## src/rtl/mem_pkg.sv

```systemverilog
// rtl/mem_pkg.sv - shared types and constants for the main-memory arbiter
// Provides the arbiter FSM state encoding, requester ids and default bus widths.
package mem_pkg;

  localparam int ADDR_W_DEF      = 32;
  localparam int LINE_W_DEF      = 128;
  localparam int MEM_LATENCY_DEF = 5;

  typedef enum logic [1:0] {
    ST_IDLE   = 2'd0,
    ST_ACCESS = 2'd1,
    ST_DONE   = 2'd2
  } state_e;

  // Requester ids; also the bit positions inside the packed request vector.
  localparam logic GRANT_IC = 1'b0;
  localparam logic GRANT_DC = 1'b1;

endpackage

```

## src/rtl/mem_arbiter_if.sv

```systemverilog
// rtl/mem_arbiter_if.sv - icache/dcache/memory signal bundle around mem_arbiter
// slave modport: arbiter view (cache requests and mem_rdata in; acks, rdata, mem_* out).
// master modport: environment view (caches plus memory model).
interface mem_arbiter_if
  import mem_pkg::*;
#(
  parameter int ADDR_W = ADDR_W_DEF,
  parameter int LINE_W = LINE_W_DEF
) ();

  logic              ic_req;
  logic [ADDR_W-1:0] ic_addr;
  logic              ic_ack;
  logic [LINE_W-1:0] ic_rdata;

  logic              dc_req;
  logic              dc_we;
  logic [ADDR_W-1:0] dc_addr;
  logic [LINE_W-1:0] dc_wdata;
  logic              dc_ack;
  logic [LINE_W-1:0] dc_rdata;

  logic              mem_req;
  logic              mem_we;
  logic [ADDR_W-1:0] mem_addr;
  logic [LINE_W-1:0] mem_wdata;
  logic [LINE_W-1:0] mem_rdata;

  modport slave (
    input  ic_req, ic_addr, dc_req, dc_we, dc_addr, dc_wdata, mem_rdata,
    output ic_ack, ic_rdata, dc_ack, dc_rdata, mem_req, mem_we, mem_addr, mem_wdata
  );

  modport master (
    output ic_req, ic_addr, dc_req, dc_we, dc_addr, dc_wdata, mem_rdata,
    input  ic_ack, ic_rdata, dc_ack, dc_rdata, mem_req, mem_we, mem_addr, mem_wdata
  );

endinterface

```

## src/rtl/rr_arb2.sv

```systemverilog
// rtl/rr_arb2.sv - two-requester round-robin picker
// Ports: req[1:0] (bit GRANT_IC = icache, bit GRANT_DC = dcache), last_grant in;
// grant_id out. Purely combinational; the caller owns last_grant.
module rr_arb2
  import mem_pkg::*;
(
  input  logic [1:0] req,
  input  logic       last_grant,
  output logic       grant_id
);

  always_comb begin
    grant_id = GRANT_IC;
    case (req)
      2'b10:   grant_id = GRANT_DC;
      // On a tie the requester served less recently wins.
      2'b11:   grant_id = ~last_grant;
      default: grant_id = GRANT_IC;
    endcase
  end

endmodule

```

## src/rtl/mem_arbiter.sv

```systemverilog
// rtl/mem_arbiter.sv - shares one fixed-latency memory port between icache and dcache
// Ports: clk, reset (sync, active low), bus (mem_arbiter_if.slave) carrying the
// icache read request, dcache read/write-back request, their acks and read lines,
// and the memory-side request/address/data.
module mem_arbiter
  import mem_pkg::*;
#(
  parameter int ADDR_W      = ADDR_W_DEF,
  parameter int LINE_W      = LINE_W_DEF,
  parameter int MEM_LATENCY = MEM_LATENCY_DEF
) (
  input  logic          clk,
  input  logic          reset,
  mem_arbiter_if.slave  bus
);

  localparam int             CNT_W    = (MEM_LATENCY > 1) ? $clog2(MEM_LATENCY) : 1;
  localparam logic [CNT_W-1:0] CNT_INIT = CNT_W'(MEM_LATENCY - 1);

  state_e            state_q, state_d;
  logic [CNT_W-1:0]  cnt_q, cnt_d;
  logic              grant_q, grant_d;
  logic              last_grant_q, last_grant_d;
  logic              mem_req_q, mem_req_d;
  logic              mem_we_q, mem_we_d;
  logic [ADDR_W-1:0] mem_addr_q, mem_addr_d;
  logic [LINE_W-1:0] mem_wdata_q, mem_wdata_d;
  logic [LINE_W-1:0] ic_rdata_q, ic_rdata_d;
  logic [LINE_W-1:0] dc_rdata_q, dc_rdata_d;
  logic              ic_ack_q, ic_ack_d;
  logic              dc_ack_q, dc_ack_d;

  logic [1:0]        req_vec;
  logic              win_id;

  assign req_vec = {bus.dc_req, bus.ic_req};

  rr_arb2 u_rr_arb2 (
    .req        (req_vec),
    .last_grant (last_grant_q),
    .grant_id   (win_id)
  );

  always_comb begin
    state_d      = state_q;
    cnt_d        = cnt_q;
    grant_d      = grant_q;
    last_grant_d = last_grant_q;
    mem_req_d    = mem_req_q;
    mem_we_d     = mem_we_q;
    mem_addr_d   = mem_addr_q;
    mem_wdata_d  = mem_wdata_q;
    ic_rdata_d   = ic_rdata_q;
    dc_rdata_d   = dc_rdata_q;
    ic_ack_d     = 1'b0;
    dc_ack_d     = 1'b0;

    case (state_q)
      ST_IDLE: begin
        if (|req_vec) begin
          state_d      = ST_ACCESS;
          cnt_d        = CNT_INIT;
          grant_d      = win_id;
          last_grant_d = win_id;
          mem_req_d    = 1'b1;
          if (win_id == GRANT_DC) begin
            mem_we_d    = bus.dc_we;
            mem_addr_d  = bus.dc_addr;
            mem_wdata_d = bus.dc_wdata;
          end else begin
            mem_we_d    = 1'b0;
            mem_addr_d  = bus.ic_addr;
            mem_wdata_d = '0;
          end
        end
      end

      ST_ACCESS: begin
        if (cnt_q == '0) begin
          // Last memory cycle: mem_rdata is valid now, so capture it here and
          // raise the ack, which lands in the DONE cycle.
          state_d   = ST_DONE;
          mem_req_d = 1'b0;
          mem_we_d  = 1'b0;
          if (grant_q == GRANT_DC) begin
            dc_ack_d = 1'b1;
            if (!mem_we_q) dc_rdata_d = bus.mem_rdata;
          end else begin
            ic_ack_d   = 1'b1;
            ic_rdata_d = bus.mem_rdata;
          end
        end else begin
          cnt_d = cnt_q - 1'b1;
        end
      end

      // Requests are ignored here so the just-served cache can drop req.
      ST_DONE: state_d = ST_IDLE;

      default: state_d = ST_IDLE;
    endcase
  end

  always_ff @(posedge clk) begin
    if (!reset) begin
      state_q      <= ST_IDLE;
      cnt_q        <= '0;
      grant_q      <= GRANT_IC;
      last_grant_q <= GRANT_IC;
      mem_req_q    <= 1'b0;
      mem_we_q     <= 1'b0;
      mem_addr_q   <= '0;
      mem_wdata_q  <= '0;
      ic_rdata_q   <= '0;
      dc_rdata_q   <= '0;
      ic_ack_q     <= 1'b0;
      dc_ack_q     <= 1'b0;
    end else begin
      state_q      <= state_d;
      cnt_q        <= cnt_d;
      grant_q      <= grant_d;
      last_grant_q <= last_grant_d;
      mem_req_q    <= mem_req_d;
      mem_we_q     <= mem_we_d;
      mem_addr_q   <= mem_addr_d;
      mem_wdata_q  <= mem_wdata_d;
      ic_rdata_q   <= ic_rdata_d;
      dc_rdata_q   <= dc_rdata_d;
      ic_ack_q     <= ic_ack_d;
      dc_ack_q     <= dc_ack_d;
    end
  end

  assign bus.ic_ack    = ic_ack_q;
  assign bus.ic_rdata  = ic_rdata_q;
  assign bus.dc_ack    = dc_ack_q;
  assign bus.dc_rdata  = dc_rdata_q;
  assign bus.mem_req   = mem_req_q;
  assign bus.mem_we    = mem_we_q;
  assign bus.mem_addr  = mem_addr_q;
  assign bus.mem_wdata = mem_wdata_q;

endmodule

```

## src/flat_wrapper.sv

```systemverilog
// flat-port wrapper written by rule: the top's interface ports become plain ports
module mem_arbiter_flat import mem_pkg::*;
#(
  parameter int ADDR_W      = ADDR_W_DEF,
  parameter int LINE_W      = LINE_W_DEF,
  parameter int MEM_LATENCY = MEM_LATENCY_DEF
)
  (clk, reset, bus_ic_req, bus_ic_addr, bus_dc_req, bus_dc_we, bus_dc_addr, bus_dc_wdata, bus_mem_rdata, bus_ic_ack, bus_ic_rdata, bus_dc_ack, bus_dc_rdata, bus_mem_req, bus_mem_we, bus_mem_addr, bus_mem_wdata);
  mem_arbiter_if #(.ADDR_W(ADDR_W), .LINE_W(LINE_W)) bus_i ();
  input  logic clk;
  input  logic reset;
  input wire logic [$bits(bus_i.ic_req)-1:0] bus_ic_req;
  input wire logic [$bits(bus_i.ic_addr)-1:0] bus_ic_addr;
  input wire logic [$bits(bus_i.dc_req)-1:0] bus_dc_req;
  input wire logic [$bits(bus_i.dc_we)-1:0] bus_dc_we;
  input wire logic [$bits(bus_i.dc_addr)-1:0] bus_dc_addr;
  input wire logic [$bits(bus_i.dc_wdata)-1:0] bus_dc_wdata;
  input wire logic [$bits(bus_i.mem_rdata)-1:0] bus_mem_rdata;
  output wire logic [$bits(bus_i.ic_ack)-1:0] bus_ic_ack;
  output wire logic [$bits(bus_i.ic_rdata)-1:0] bus_ic_rdata;
  output wire logic [$bits(bus_i.dc_ack)-1:0] bus_dc_ack;
  output wire logic [$bits(bus_i.dc_rdata)-1:0] bus_dc_rdata;
  output wire logic [$bits(bus_i.mem_req)-1:0] bus_mem_req;
  output wire logic [$bits(bus_i.mem_we)-1:0] bus_mem_we;
  output wire logic [$bits(bus_i.mem_addr)-1:0] bus_mem_addr;
  output wire logic [$bits(bus_i.mem_wdata)-1:0] bus_mem_wdata;
  assign bus_i.ic_req = bus_ic_req;
  assign bus_i.ic_addr = bus_ic_addr;
  assign bus_i.dc_req = bus_dc_req;
  assign bus_i.dc_we = bus_dc_we;
  assign bus_i.dc_addr = bus_dc_addr;
  assign bus_i.dc_wdata = bus_dc_wdata;
  assign bus_i.mem_rdata = bus_mem_rdata;
  assign bus_ic_ack = bus_i.ic_ack;
  assign bus_ic_rdata = bus_i.ic_rdata;
  assign bus_dc_ack = bus_i.dc_ack;
  assign bus_dc_rdata = bus_i.dc_rdata;
  assign bus_mem_req = bus_i.mem_req;
  assign bus_mem_we = bus_i.mem_we;
  assign bus_mem_addr = bus_i.mem_addr;
  assign bus_mem_wdata = bus_i.mem_wdata;
  mem_arbiter #(.ADDR_W(ADDR_W), .LINE_W(LINE_W), .MEM_LATENCY(MEM_LATENCY)) u_core (.clk(clk), .reset(reset), .bus(bus_i));
endmodule
```

## config.mk

```make
export PLATFORM = sky130hd
export DESIGN_NAME = mem_arbiter_flat
export DESIGN_NICKNAME = d
export VERILOG_FILES = /design/src/rtl/mem_pkg.sv /design/src/rtl/mem_arbiter_if.sv /design/src/rtl/rr_arb2.sv /design/src/rtl/mem_arbiter.sv /design/src/flat_wrapper.sv
export SDC_FILE = /design/constraint.sdc
export NUM_CORES = 1
export LEC_CHECK = 0
export BUFFER_PORTS_ARGS = -buffer_cell sky130_fd_sc_hd__clkbuf_2
export CAP_MARGIN = 20
export CORE_AREA = 2 2 291 293
export DETAILED_ROUTE_END_ITERATION = 16
export DIE_AREA = 0 0 293 295
export PLACE_DENSITY = 0.39
export RECOVER_POWER = 25
export SYNTH_ARGS = -nofsm -noshare
export SYNTH_HDL_FRONTEND = slang
export SYNTH_SLANG_ARGS = --single-unit
```

## constraint.sdc

```tcl
create_clock -name clk -period 2.24 [get_ports clk]
set_input_delay 0 -clock clk [delete_from_list [all_inputs] [get_ports clk]]
set_output_delay 0 -clock clk [all_outputs]
set_load 0.05 [all_outputs]
```

==> impl_metrics.sql <==
INSERT INTO impl_metrics (metric_group, metric, value, unit) VALUES
('floorplanning', 'design.die.area', '86400', 'um^2'),
('routing', 'route.final.wire_length', '61.8', 'mm'),
('routing', 'ant_nets', '0', ''),
('yosys', 'synth.top_cells.by_count', 'nand2_1, dfxtp_1, mux2i_1', ''),
('clocking', 'clockRootBuffer', 'clkbuf_16', ''),
('yosys', 'synth.net_count', '1809', ''),
('timing', 'setup_ws', '168', 'ps'),
('grt', 'grt_overflow', '0', ''),
('timing', 'grt_setup_unrepaired', 'no', ''),
('pwr', 'total_switching_power', '7.07', 'mW'),
('timing', 'final-hold-violation-count', '0', ''),
('yosys', 'synth_area_leader_cell', 'dfxtp_1', ''),
('floorplanning', 'floorplan.initialDensity', '18.6', '%'),
('cells_and_area', 'final_util', '29.9', '%'),
('pwr', 'switching_share', '32.8', '%'),
('grt', 'pin_count_of_the_biggest_net_entering_global_routing', '137', ''),
('setup_path', 'critPathRequiredTime', '2770', 'ps'),
('routing', 'drc', '0', ''),
('timing', 'final.setup_skew', '18.8', 'ps'),
('setup_path', 'critical-path-slowest-cell', 'dlygate4sd3_1', ''),
('floorplanning', 'top_level_ports', '745', ''),
('cells_and_area', 'nNetsFinal', '2851', ''),
('yosys', 'ys_dominant_reg_cell', 'dfxtp_1', ''),
('timing', 'setup_viol', '0', ''),
('cells_and_area', 'design_area', '24900', 'um^2'),
('clocking', 'tritoncts.num_buffers', '50', ''),
('routing', 'detail_route.vias_per_cell', '4.03', ''),
('yosys', 'asyncSetResetFlopFracSynth', '0', '%'),
('grt', 'first_global_vias', '14963', ''),
('status', 'run_status', 'completed', ''),
('pwr', 'powerDensity', '866', 'nW/um^2'),
('cells_and_area', 'synthToLayoutAreaGrowth', '60.5', '%'),
('yosys', 'post_synth_inst_count', '1482', ''),
('pwr', 'power.total', '21.5', 'mW'),
('timing', 'finalSetupTns', '0', 'ps'),
('cells_and_area', 'layout-drive-gt1-share', '25.9', '%'),
('yosys', 'synth.most_common_cell', 'nand2_1', ''),
('pwr', 'clock_power_share', '38.1', '%'),
('setup_path', 'arrival_time_reported_for_the_critical_path_endpoint', '2610', 'ps'),
('yosys', 'synth.distinct_cells', '36', ''),
('floorplanning', 'row_count', '106', ''),
('grt', 'grt_antenna_before_repair', '2', ''),
('clocking', 'cts.htree.levels', '2', ''),
('floorplanning', 'floorplan.die.height', '295', 'um'),
('pwr', 'power_report.internal_total', '14.5', 'mW'),
('clocking', 'max-clock-path-buffers', '3', ''),
('routing', 'dr.pass1.iters', '5', ''),
('min_path', 'min-delay-path-class', 'input port to register', ''),
('clocking', 'clock_transition_at_the_register_clock_pins_on_the_worst_setup_and_hold_paths_after_cts', '60', 'ps'),
('routing', 'via_count', '14692', ''),
('timing', 'drv_slew', '0', ''),
('grt', 'first_pass_grt_wire_length', '90.0', 'mm'),
('place', 'post_placement_worst_setup_slack', '187', 'ps'),
('timing', 'final_cycle_utilization_of_the_critical_path', '92.5', '%'),
('yosys', 'synth_sequential_area_ratio', '55.1', '%'),
('yosys', 'synth-edff-count', '0', ''),
('floorplanning', 'area_of_the_core', '83200', 'um^2'),
('yosys', 'ys_seq_elements', '426', ''),
('setup_path', 'timing_worst_setup_path_type', 'register to register', ''),
('place', 'dp_hpwl', '45.7', 'mm'),
('timing', 'max_slew.worst_pin.slew', '800', 'ps'),
('pwr', 'pwr-share-seq', '39.2', '%'),
('yosys', 'synth_area_per_cell', '10.5', 'um^2'),
('place', 'buffer_ports.inserted', '744', ''),
('timing', 'relSlewSlack', '46.7', '%'),
('place', 'detailed_place.area', '20200', 'um^2'),
('yosys', 'yosysWarningCount', '0', ''),
('grt', 'grt_usage', '13.3', '%'),
('clocking', 'post-cts-setup-buffer-count', '0', ''),
('place', 'finalWeightedCongestion', '0.815', ''),
('clocking', 'tritoncts', 'yes', '');
[critical path: cells and delay by family (launching register included)]
family	cells	cell delay, ps
buffers and inverters	2	930
and+or+nand+nor	1	170
AOI/OAI and AO/OA	2	470
DFF	1	440
[metrics by stage]
step / std cells / hold WS [ps]
finish: 3643 / 163
floorplan: 1482 / 116
CTS: 3642 / 106
detailed placement: 3227 / 220
global route: 3643 / 112
global placement: 3227 / 220
[layout make-up]
| class | instances | area, um^2 | share of cell area (%) |
|---|---|---|---|
| Clock buffer | 77 | 1480 | 5.97 |
| Tap cell | 1080 | 1350 | 5.43 |
| Timing Repair Buffer | 1112 | 7220 | 29.1 |
| Clock inverter | 13 | 145 | 0.584 |
| Multi-Input combinational cell | 931 | 6120 | 24.6 |
| Inverter | 3 | 11.3 | 0.0453 |
| Antenna cell | 1 | 2.50 | 0.0101 |
| Sequential cell | 426 | 8530 | 34.3 |
[final timing paths]
check | startpoint | end | cells past startpoint
worst max-delay path | u_core.last_grant_q$_SDFFE_PN0P_ | u_core.bus.mem_addr[27]$_SDFFE_PN0P_ | 5
worst min-delay path | bus_dc_wdata[6] | u_core.bus.mem_wdata[6]$_SDFFE_PN0P_ | 3
worst max register to register | u_core.last_grant_q$_SDFFE_PN0P_ | u_core.bus.mem_addr[27]$_SDFFE_PN0P_ | 5
worst min register to register | u_core.bus.dc_rdata[121]$_SDFFE_PN0P_ | u_core.bus.dc_rdata[121]$_SDFFE_PN0P_ | 2
[routing by layer]
metal / global-route usage (%) / vias to the layer above / routed length (um)
li1: - / 7190 / -
met1: 15.3 / 6980 / 24600
met2: 23.8 / 430 / 31500
met3: 3.76 / 90 / 3970
met4: 4.42 / 2 / 1720
met5: 0 / - / 10
[what timing repair did]
item,4_1_cts,5_1_grt
setup endpoints to repair,0,3
hold buffers,325,0
resized for setup,0,2
endpoints found under the hold margin,422,0
[registers in the layout (all words and copies together) (netlist names), 2 cells and up]
signal / flops
u_core.bus.mem_addr: 32
u_core.cnt_q: 3
u_core.state_q: 2
u_core.bus.mem_wdata: 128
u_core.bus.dc_rdata: 128
u_core.bus.ic_rdata: 128
[kinds of logic (layout without fill, tap and decap cells)]
family / count (synthesis) / after routing / synth area share (%)
AO/OA/AOI/OAI: 205 / 205 / 10.8
adder cells (fa/ha/maj): 2 / 2 / 0.162
buffers and inverters: 125 / 1205 / 5.65
flip-flops: 426 / 426 / 55.1
multiplexers: 256 / 256 / 16.5
other: 0 / 1 / 0
AND/OR/NAND/NOR: 468 / 468 / 11.8
[cell usage in the layout (no fill, tap or decap), types with 2 or more instances in the layout]
cell / netlist / routed
nor2_4: 0 / 2
clkbuf_1: 42 / 224
dfxtp_1: 426 / 426
nand2_1: 449 / 449
inv_1: 3 / 3
nand2b_1: 2 / 2
nor2_1: 5 / 3
clkbuf_2: 0 / 534
nor3_1: 2 / 2
a311oi_1: 33 / 33
nor2b_1: 2 / 2
mux2i_1: 256 / 256
clkbuf_16: 0 / 51
o21a_1: 2 / 2
buf_12: 13 / 14
buf_4: 6 / 29
a21oi_1: 33 / 33
clkinv_2: 0 / 5
a22o_1: 128 / 128
clkinvlp_4: 0 / 3
dlygate4sd3_1: 0 / 325
bufinv_16: 0 / 2
clkbuf_8: 0 / 11
[power groups by stage]
stage | sequential, mW | combinational (mW) | clock, mW
finish | 8.45 | 4.87 | 8.21
global route | 8.51 | 5.13 | 8.82
CTS | 8.45 | 4.98 | 8.47
detailed placement | 8.60 | 4.46 | 0
global placement | 8.60 | 4.45 | 0
floorplan | 10.4 | 1.39 | 0
Power figures use the tool's default switching activity.
